File: config.mk
export PLATFORM = sky130hd
export DESIGN_NAME = imem_loader
export DESIGN_NICKNAME = d
export VERILOG_FILES = /design/src/rtl/imem_loader.sv
export SDC_FILE = /design/constraint.sdc
export NUM_CORES = 1
export LEC_CHECK = 0
export ABC_CLOCK_PERIOD_IN_PS = 2300
export CORE_ASPECT_RATIO = 2
export CORE_MARGIN = 4
export CORE_UTILIZATION = 40
export CTS_BUF_LIST = sky130_fd_sc_hd__clkbuf_2
export CTS_CLUSTER_DIAMETER = 50
export CTS_CLUSTER_SIZE = 30
export DETAILED_ROUTE_END_ITERATION = 12
export GPL_ROUTABILITY_DRIVEN = 0
export PLACE_DENSITY = 0.64
export SYNTH_ARGS = -nofsm -noshare
export SYNTH_HDL_FRONTEND = slang
export SYNTH_SLANG_ARGS = --single-unit
File: constraint.sdc
create_clock -name clk -period 2.3 [get_ports clk]
set_input_delay 0.23 -clock clk [delete_from_list [all_inputs] [get_ports clk]]
set_output_delay 0.23 -clock clk [all_outputs]
set_load 0.01 [all_outputs]
File: src/rtl/imem_loader.sv
// imem_loader: framed byte-stream loader that writes big-endian words into instruction memory and holds the core until the image checks out
module imem_loader #(
  parameter int ADDR_W    = 8,
  parameter int BASE_ADDR = 0
) (
  input  logic              clk,
  input  logic              reset,
  input  logic              start,
  input  logic [7:0]        rx_data,
  input  logic              rx_valid,
  output logic              rx_ready,
  output logic              imem_we,
  output logic [ADDR_W-1:0] imem_addr,
  output logic [31:0]       imem_wdata,
  output logic              cpu_hold,
  output logic              busy,
  output logic              done,
  output logic              error,
  output logic [ADDR_W:0]   words_loaded
);
  typedef enum logic [2:0] {IDLE, LEN_HI, LEN_LO, DATA, CSUM, DONE, ERR} state_t;
  state_t            state, state_nx;
  logic [15:0]       len;
  logic [15:0]       len_n;
  logic [7:0]        xor_acc;
  logic [23:0]       word_reg;
  logic [1:0]        byte_cnt;
  logic [ADDR_W:0]   word_idx, idx_nx;
  logic              accept, restart, last_word, oversize;
  assign len_n     = {len[15:8], rx_data};
  assign idx_nx    = word_idx + 1'b1;
  assign last_word = 32'(idx_nx) == 32'(len);
  assign oversize  = 32'(len_n) > (32'd1 << ADDR_W);
  // state register; reset mid-frame abandons the frame
  always_ff @(posedge clk)
    state <= !reset ? IDLE : state_nx;
  // next state and status outputs; the word write overlaps the next byte so DATA never stalls
  always_comb begin
    busy     = state inside {LEN_HI, LEN_LO, DATA, CSUM};
    rx_ready = busy;
    done     = state == DONE;
    error    = state == ERR;
    cpu_hold = state != DONE;
    restart  = start && !busy;
    accept   = rx_valid && rx_ready;
    state_nx = restart ? LEN_HI : state;
    if (accept)
      case (state)
        LEN_HI:  state_nx = LEN_LO;
        LEN_LO:  state_nx = oversize ? ERR : (len_n == 16'd0 ? CSUM : DATA);
        DATA:    state_nx = (byte_cnt == 2'd3 && last_word) ? CSUM : DATA;
        CSUM:    state_nx = rx_data == xor_acc ? DONE : ERR;
        default: state_nx = state;
      endcase
  end
  // datapath: length capture, word assembly, checksum accumulation and memory write
  always_ff @(posedge clk)
    if (!reset) begin
      len          <= '0;
      xor_acc      <= '0;
      word_reg     <= '0;
      byte_cnt     <= '0;
      word_idx     <= '0;
      words_loaded <= '0;
      imem_we      <= 1'b0;
      imem_addr    <= ADDR_W'(BASE_ADDR);
      imem_wdata   <= '0;
    end else begin
      imem_we <= 1'b0;
      if (restart) begin
        xor_acc      <= '0;
        word_idx     <= '0;
        byte_cnt     <= '0;
        words_loaded <= '0;
      end
      if (accept && state == LEN_HI) len[15:8] <= rx_data;
      if (accept && state == LEN_LO) len[7:0] <= rx_data;
      if (accept && state == DATA) begin
        xor_acc  <= xor_acc ^ rx_data;
        byte_cnt <= byte_cnt + 1'b1;
        word_reg <= {word_reg[15:0], rx_data};
        if (byte_cnt == 2'd3) begin
          imem_we      <= 1'b1;
          imem_wdata   <= {word_reg, rx_data};
          imem_addr    <= ADDR_W'(BASE_ADDR) + word_idx[ADDR_W-1:0];
          word_idx     <= idx_nx;
          words_loaded <= idx_nx;
        end
      end
    end
endmodule

## After elaboration in Yosys (flattened, before gate mapping)

Cells that the tools add are included.

| word-level totals | value |
|---|---|
| input bits | 12 |
| register bits | 112 |
| logic and storage cells | 58 |
| output and inout port bits | 55 |

| cells by class | value |
|---|---|
| bitwise logic cells | 1 |
| reductions and logical operators | 14 |
| add/subtract/negate cells | 2 |
| equality and inequality tests | 11 |
| mux-type cells | 18 |
| $lt $le $gt $ge | 1 |

Operators by type and width:

| kind | number |
|---|---|
| $mux W9 | 6 |
| $eq A9 B16 Y1 | 1 |
| $gt A16 B9 Y1 const B | 1 |
| $logic_not A16 Y1 | 1 |
| $mux W8 | 2 |
| $mux W3 | 5 |
| $pmux W3 S4 | 1 |
| $add A9 B1 Y9 const B | 1 |
| $eq A3 B3 Y1 const B | 3 |
| $eq A8 B8 Y1 | 1 |
| $xor A8 B8 Y8 | 1 |
| $eq A3 B2 Y1 const B | 2 |
| $logic_and A1 B1 Y1 | 6 |
| $mux W2 | 3 |
| $reduce_and A2 Y1 | 3 |
| $ne A5 B1 Y1 const B | 1 |
| $reduce_bool A2 Y1 | 2 |
| $reduce_bool A4 Y1 | 1 |
| $eq A3 B1 Y1 const B | 1 |
| $ne A3 B3 Y1 const B | 1 |
| $add A2 B1 Y2 const B | 1 |
| $eq A2 B2 Y1 const B | 1 |
| $logic_not A1 Y1 | 1 |
| $mux W1 | 1 |

## Depth between registers and ports, before layout

Gate-level depths: netlist of the first run.

| logic depth | value |
|---|---|
| word-level depth | 7 |
| mapped depth | 8 |
| gate-level depth less buffers | 7 |

## Worst setup path before layout of the first run

No wires, ideal clock.

| timing path | value |
|---|---|
| path type | reg-to-reg |
| start point | register len[11] |
| end point | register state[1] |
| path slack | 0.154 ns |
| required time | 2.184 ns |
| period minus slack after synthesis | 2.146 ns |
| path buffers | 0 |
| arrival time | 2.030 ns |
| cell stages (with the launch flop) | 7 |
| library setup time | 0.116 ns |
| path through | dfxtp_1 or4_4 nor4_4 nand3_2 a211o_1 or4_4 a31o_1 |

| on the way | value |
|---|---|
| word-level cells in the longest chain between the ends | 5 |
| elaborated cells between the ends (all ways) | 9 |
| classes of those cells | 1 x order compare; 1 x eq/ne; 5 x mux; 2 x reduce/logical |

Ends and longest elaborated chain:

| item | line | source |
|---|---|---|
| from (decl) | 23 | `logic [15:0] len;` |
| from (signal assigned) | 76 | `if (accept && state == LEN_HI) len[15:8] <= rx_data;` |
| parallel branches: the longest is 3 deep, another holds $gt A16 B9 Y1 | - |  |
| $pmux W3 S4 * | 48 | `case (state)` |
| $mux W3 * | 47 | `if (accept)` |
| to (signal assigned) | 36 | `state <= !reset ? IDLE : state_nx;` |
| to (decl) | 22 | `state_t state, state_nx;` |

Every way passes the cells marked *.
A chain may end at the register's enable or synchronous reset.

## Worst setup path after layout of the first run

Same ends and word-level chain as after synthesis.

==> summary.txt, run 1 <==
outcome -> finished, violations left
failing checks -> negative setup slack
largest family of logic cells by synthesized area -> simple AND/OR/NAND/NOR gates
Hold Path Class -> input port to flop
die height -> 162 microns
Critical Path AT -> 2810 ps
Cell Int Power -> 0.00249 W
Clock power frac -> 27.4%
syn_nets -> 611
layout cells sized above 1 -> 10.5%
fin crit share -> 100%
largest net degree at the start of global routing -> 56
worst-margin pin slew -> 587 ps
placed cells -> 791
initial antenna violation count -> 1
Crit. End Element -> flop
Rows -> 56
most used cell, CP -> or4_4
critical path data required time -> 2810 ps
P&R area growth vs syn -> 23.3%
fmax -> 434 MHz
Synth Area in Compound Gates -> 18.4%
# setup viols final -> 1
Nets -> 675
Adder-Cell Fraction of Synth Area -> 0.527%
Post-DRT Antenna Nets -> 0
CTS tree -> done
Startpoint Class -> flop
Clock Skew -> 36.4 ps
number of enable flip-flop cells after synthesis -> 0
Setup WS post-layout -> -5.68 ps
post-layout util -> 50.0%
Net Sw Frac -> 28.6%
GR Util All Layers -> 18.0%
asr flop ratio synth -> 0%
FF+latch count, synth -> 112
Final Hold Vio Count -> 0
crit path time final -> 2310 ps
drt first pass iters -> 5
Port Buf Inserts -> 66
Non-Filler Instances -> 812
CTS clk-pin slew, worst paths -> 320 ps
Combinational Power Share -> 14.7%
CTS Buf Count -> 9
Largest stage delay, worst path -> 540 ps
most frequent cells in the layout -> nand2_1, dfxtp_1, a21oi_1, clkdlybuf4s50_1, nor2_1
Cell Pwr Density -> 596 mW/mm^2
Mapped Cells -> 597
Psw -> 0.000998 W
Leak Pwr -> 2.05 nW
Core ar. -> 0.0117 sq mm
Syn Std Cell Area -> 0.00474 sq mm
number of global-route vias before repair -> 4,175
dpl ws -> 12.2 ps
Critical Path Fanout Max -> 3
Peak supply drop -> 0.341 mV
first-pass GRT wire length -> 20,100 microns
Worst slew margin -> 60.8%
post-synthesis simple-gate area fraction -> 23.7%
I/O pin count -> 67
Seq pwr share -> 57.9%
multiplexer share of the synthesized area -> 1.69%
RSZ-0062 raised after global routing -> yes
post-synthesis xor/xnor area fraction -> 3.69%
area of the die -> 0.0138 sq mm
hold_buf cts -> 0
yosys synthesis warning count -> 0
critical path class -> flop to flop
H-tree Lvls -> 3
Largest register FFs -> 32
Avg WL per Cell -> 15.0 microns
Mapped Avg Cell Area -> 7.95 sq um
DRT iter0 DRCs -> 327
clk buf depth -> 2
routed vias -> 4,307
clock sink count -> 112
clk_lat worst skew -> 600 ps
Max Cap Violations -> 0
Synth cell types -> 48
initial core utilization -> 40.5%
Routed Wire Length -> 12,200 microns
Root Buffer -> clkbuf_2
Die Span X -> 85.0 microns
vias per std cell -> 5.30
most common cell after layout, fill and taps aside -> nand2_1
Overall Power -> 0.00349 W
worst path cell trace -> or4_4 -> nor4_4 -> nand3_2 -> a211o_1 -> or4_4 -> a31o_1
register area share after synthesis -> 47.3%
pins over their slew limit -> 0
gr ovfl total -> 0
DRC violation count after routing -> 0
dpl hpwl -> 8750 microns
CP max-delay cell -> or4_4
Primary FF master, synth -> dfxtp_1
-- stage by stage --
step	hold slack, ps	cell area, sq um	setup TNS (ps)
after floorplan	432	4740	0
after global placement	441	5680	0
after detailed placement	447	5680	0
after CTS	231	5830	-20.8
after global routing	250	5850	-197
final	291	5850	-5.68
-- synth_stat cells, types with 5 or more instances --
master	count	area, sq um
a21boi_0	23	173
a21oi_1	79	395
a22oi_1	5	37.5
clkbuf_1	44	165
dfxtp_1	112	2240
inv_1	5	18.8
mux2i_1	8	80.1
nand2_1	159	597
nand3_1	6	30.0
nor2_1	38	143
nor2b_1	7	43.8
nor3_1	5	25.0
nor3b_1	6	45.0
o21ai_0	19	95.1
xnor2_1	6	52.6
xor2_1	14	123
-- worst paths after layout --
kind,cells past startpoint,slack [ps],startpoint,end
min reg2reg,2,470,word_reg[18],imem_wdata[26]
max,6,-6,len[11],state[1]
min,3,290,rx_data[6],imem_wdata[6]
max reg2reg,6,-6,len[11],state[1]
-- routing by layer --
metal  global-route usage [%]  part of all wire (%)  vias to the layer above
li1                         -                     -                     2137
met1                     20.0                    39                     1975
met2                     30.9                    51                      152
met3                     3.30                   4.2                       43
met4                     11.3                   5.9                        0
met5                        0                     0                        -
-- what timing repair did --
item,in CTS,in global routing
setup buffers,2,2
setup endpoints to repair,4,4
resized for setup,6,4
-- critical path, delay by kind of cell, from the launching register on --
kind	cells	cell delay, ps
compound gates	2	490
flops	1	390
simple gates	4	1370
-- cell families (layout without fill, tap and decap cells) --
kind of cell    count (synthesis)  in the layout
compound gates                147            147
xor+xnor                       20             20
fa+ha+maj                       2              2
buf+inv                        56            125
flops                         112            112
mux                             8              8
other cells                     0              1
simple gates                  252            252
-- power groups by stage --
stage                     clock network, W  registers [W]  logic [W]
final                             0.000956        0.00202   0.000514
after floorplan                          0        0.00204   0.000321
after detailed placement                 0        0.00206   0.000469
after global routing               0.00106        0.00202   0.000559
after global placement                   0        0.00206   0.000457
after CTS                         0.000997        0.00202   0.000487
-- area by class of cell --
class                           instances  area [sq um]
Antenna cell                            1          2.50
Multi-Input combinational cell        429          2280
Inverter                                5          18.8
Clock inverter                          7          87.6
Timing Repair Buffer                  104           981
Sequential cell                       112          2250
Clock buffer                            9          45.0
Fill cell                            1147          5850
Tap cell                              145           181
Note: power is estimated with default switching activity, not from simulation.
==> inputs of run 2 (changes only) <==
- ABC_CLOCK_PERIOD_IN_PS: 2300 -> 3000
- PLACE_DENSITY: 0.64 -> 0.62
- SKIP_CTS_REPAIR_TIMING: not set -> 1
- SKIP_LAST_GASP: not set -> 1
- clock period: 2.3 -> 3 ns (I/O delays scaled with it)
==> summary.txt, run 2 (synthesis gave the netlist of run 1 again) <==
gr ovfl total -> 0
worst-margin pin slew -> 587 ps
dpl hpwl -> 8430 microns
area of the die -> 0.0138 sq mm
Buf+Inv Stages, Crit Path -> 0
Port Buf Inserts -> 66
dpl ws -> 523 ps
worst path cell trace -> ha_1 -> nand3_1 -> o21a_1 -> o21ai_0 -> o2111ai_1 -> or4_4 -> a31o_1
Root Buffer -> clkbuf_2
clock sink count -> 112
Clock Skew -> 24.8 ps
first-pass GRT wire length -> 19,300 microns
drt first pass iters -> 4
CTS tree -> done
CTS clk-pin slew, worst paths -> 290 ps
hold slack -> 362 ps
RSZ-0062 raised after global routing -> no
P&R area growth vs syn -> 17.8%
CTS Buf Count -> 9
DRT iter0 DRCs -> 232
Max Cap Violations -> 0
Die Span X -> 85.0 microns
crit path time final -> 2530 ps
DRC violation count after routing -> 0
largest net degree at the start of global routing -> 44
# setup viols final -> 0
Routed Wire Length -> 11,600 microns
Startpoint Class -> flop
I/O pin count -> 67
initial antenna violation count -> 1
Nets -> 650
Post-DRT Antenna Nets -> 0
vias per std cell -> 5.20
Leak Pwr -> 1.88 nW
clk buf depth -> 2
Hold Path Class -> input port to flop
Avg WL per Cell -> 14.7 microns
critical path data required time -> 3500 ps
most frequent cells in the layout -> nand2_1, dfxtp_1, a21oi_1, clkdlybuf4s50_1, nor2_1
Setup TNS -> 0 ps
clk_lat worst skew -> 570 ps
outcome -> finished clean
fin crit share -> 84.3%
Core ar. -> 0.0117 sq mm
Rows -> 56
Largest stage delay, worst path -> 540 ps
initial core utilization -> 40.5%
Critical Path AT -> 3030 ps
Setup WS post-layout -> 472 ps
routed vias -> 4,092
Largest register FFs -> 32
pins over their slew limit -> 0
die height -> 162 microns
CP max-delay cell -> dfxtp_1
Worst slew margin -> 60.7%
Final Hold Vio Count -> 0
GR Util All Layers -> 17.2%
layout cells sized above 1 -> 6.08%
post-layout util -> 47.8%
Critical Path Fanout Max -> 12
critical path class -> flop to flop
fmax -> 396 MHz
H-tree Lvls -> 3
Cell Pwr Density -> 445 mW/mm^2
Crit. End Element -> flop
Peak supply drop -> 0.258 mV
number of global-route vias before repair -> 4,075
most common cell after layout, fill and taps aside -> nand2_1
Worst path top cell family by delay -> compound AO/OA/AOI/OAI gates
==> run 2: cell count changes in the layout (fill, tap and decap cells not counted), sizes merged <==
cell | previous run | this run
bufinv | 1 | 0
clkinvlp | 0 | 3
inv | 8 | 6
clkinv | 3 | 2
clkdlybuf4s50 | 64 | 66
dlygate4sd2 | 2 | 0
clkbuf | 9 | 10
buf | 38 | 13
==> run 2: cell type report <==
class / count / area [sq um]
Tap cell: 145 / 181
Clock inverter: 6 / 45.0
Sequential cell: 112 / 2240
Inverter: 5 / 18.8
Timing Repair Buffer: 79 / 771
Multi-Input combinational cell: 429 / 2280
Fill cell: 1174 / 6110
Clock buffer: 10 / 50.0
Antenna cell: 1 / 2.50
==> run 2: path summary, 6_finish.rpt <==
path                    end  slack (ps)  depth (start not counted)            from
max                state[1]         470                          7     word_idx[0]
min             word_reg[1]         360                          3      rx_data[1]
max reg2reg        state[1]         470                          7     word_idx[0]
min reg2reg  imem_wdata[21]         470                          2  imem_wdata[21]
==> run 2: tightest hold or removal path, stage by stage <==
cell and delay, ps:
clkdlybuf4s50_1 490, nand2_1 90, a21oi_1 60
==> run 2: layer usage <==
layer	share of wire [%]	track usage [%]	vias to the layer above	wire length, microns
met5	0	0	-	0
met4	4.8	10.3	0	551
met3	4.0	2.74	32	458
met2	52	30.8	109	5980
met1	40	18.4	1881	4600
li1	-	-	2070	-
==> run 2: through the flow <==
| stage | power (W) | std cells | cell area (sq um) |
|---|---|---|---|
| 6_report | 0.00249 | 787 | 5590 |
| 3_5_place_dp | 0.00192 | 770 | 5490 |
| 3_3_place_gp | 0.00191 | 770 | 5490 |
| 2_1_floorplan | 0.00181 | 597 | 4740 |
| 5_1_grt | 0.00260 | 787 | 5590 |
| 4_1_cts | 0.00253 | 786 | 5590 |
==> run 2: where the power goes <==
group,total [W],internal (W),switching (W)
clock,0.000602,0.000115,0.000488
sequential,0.00156,0.00152,0.0000393
combinational,0.000327,0.000139,0.000188
total,0.00249,0.00178,0.000715
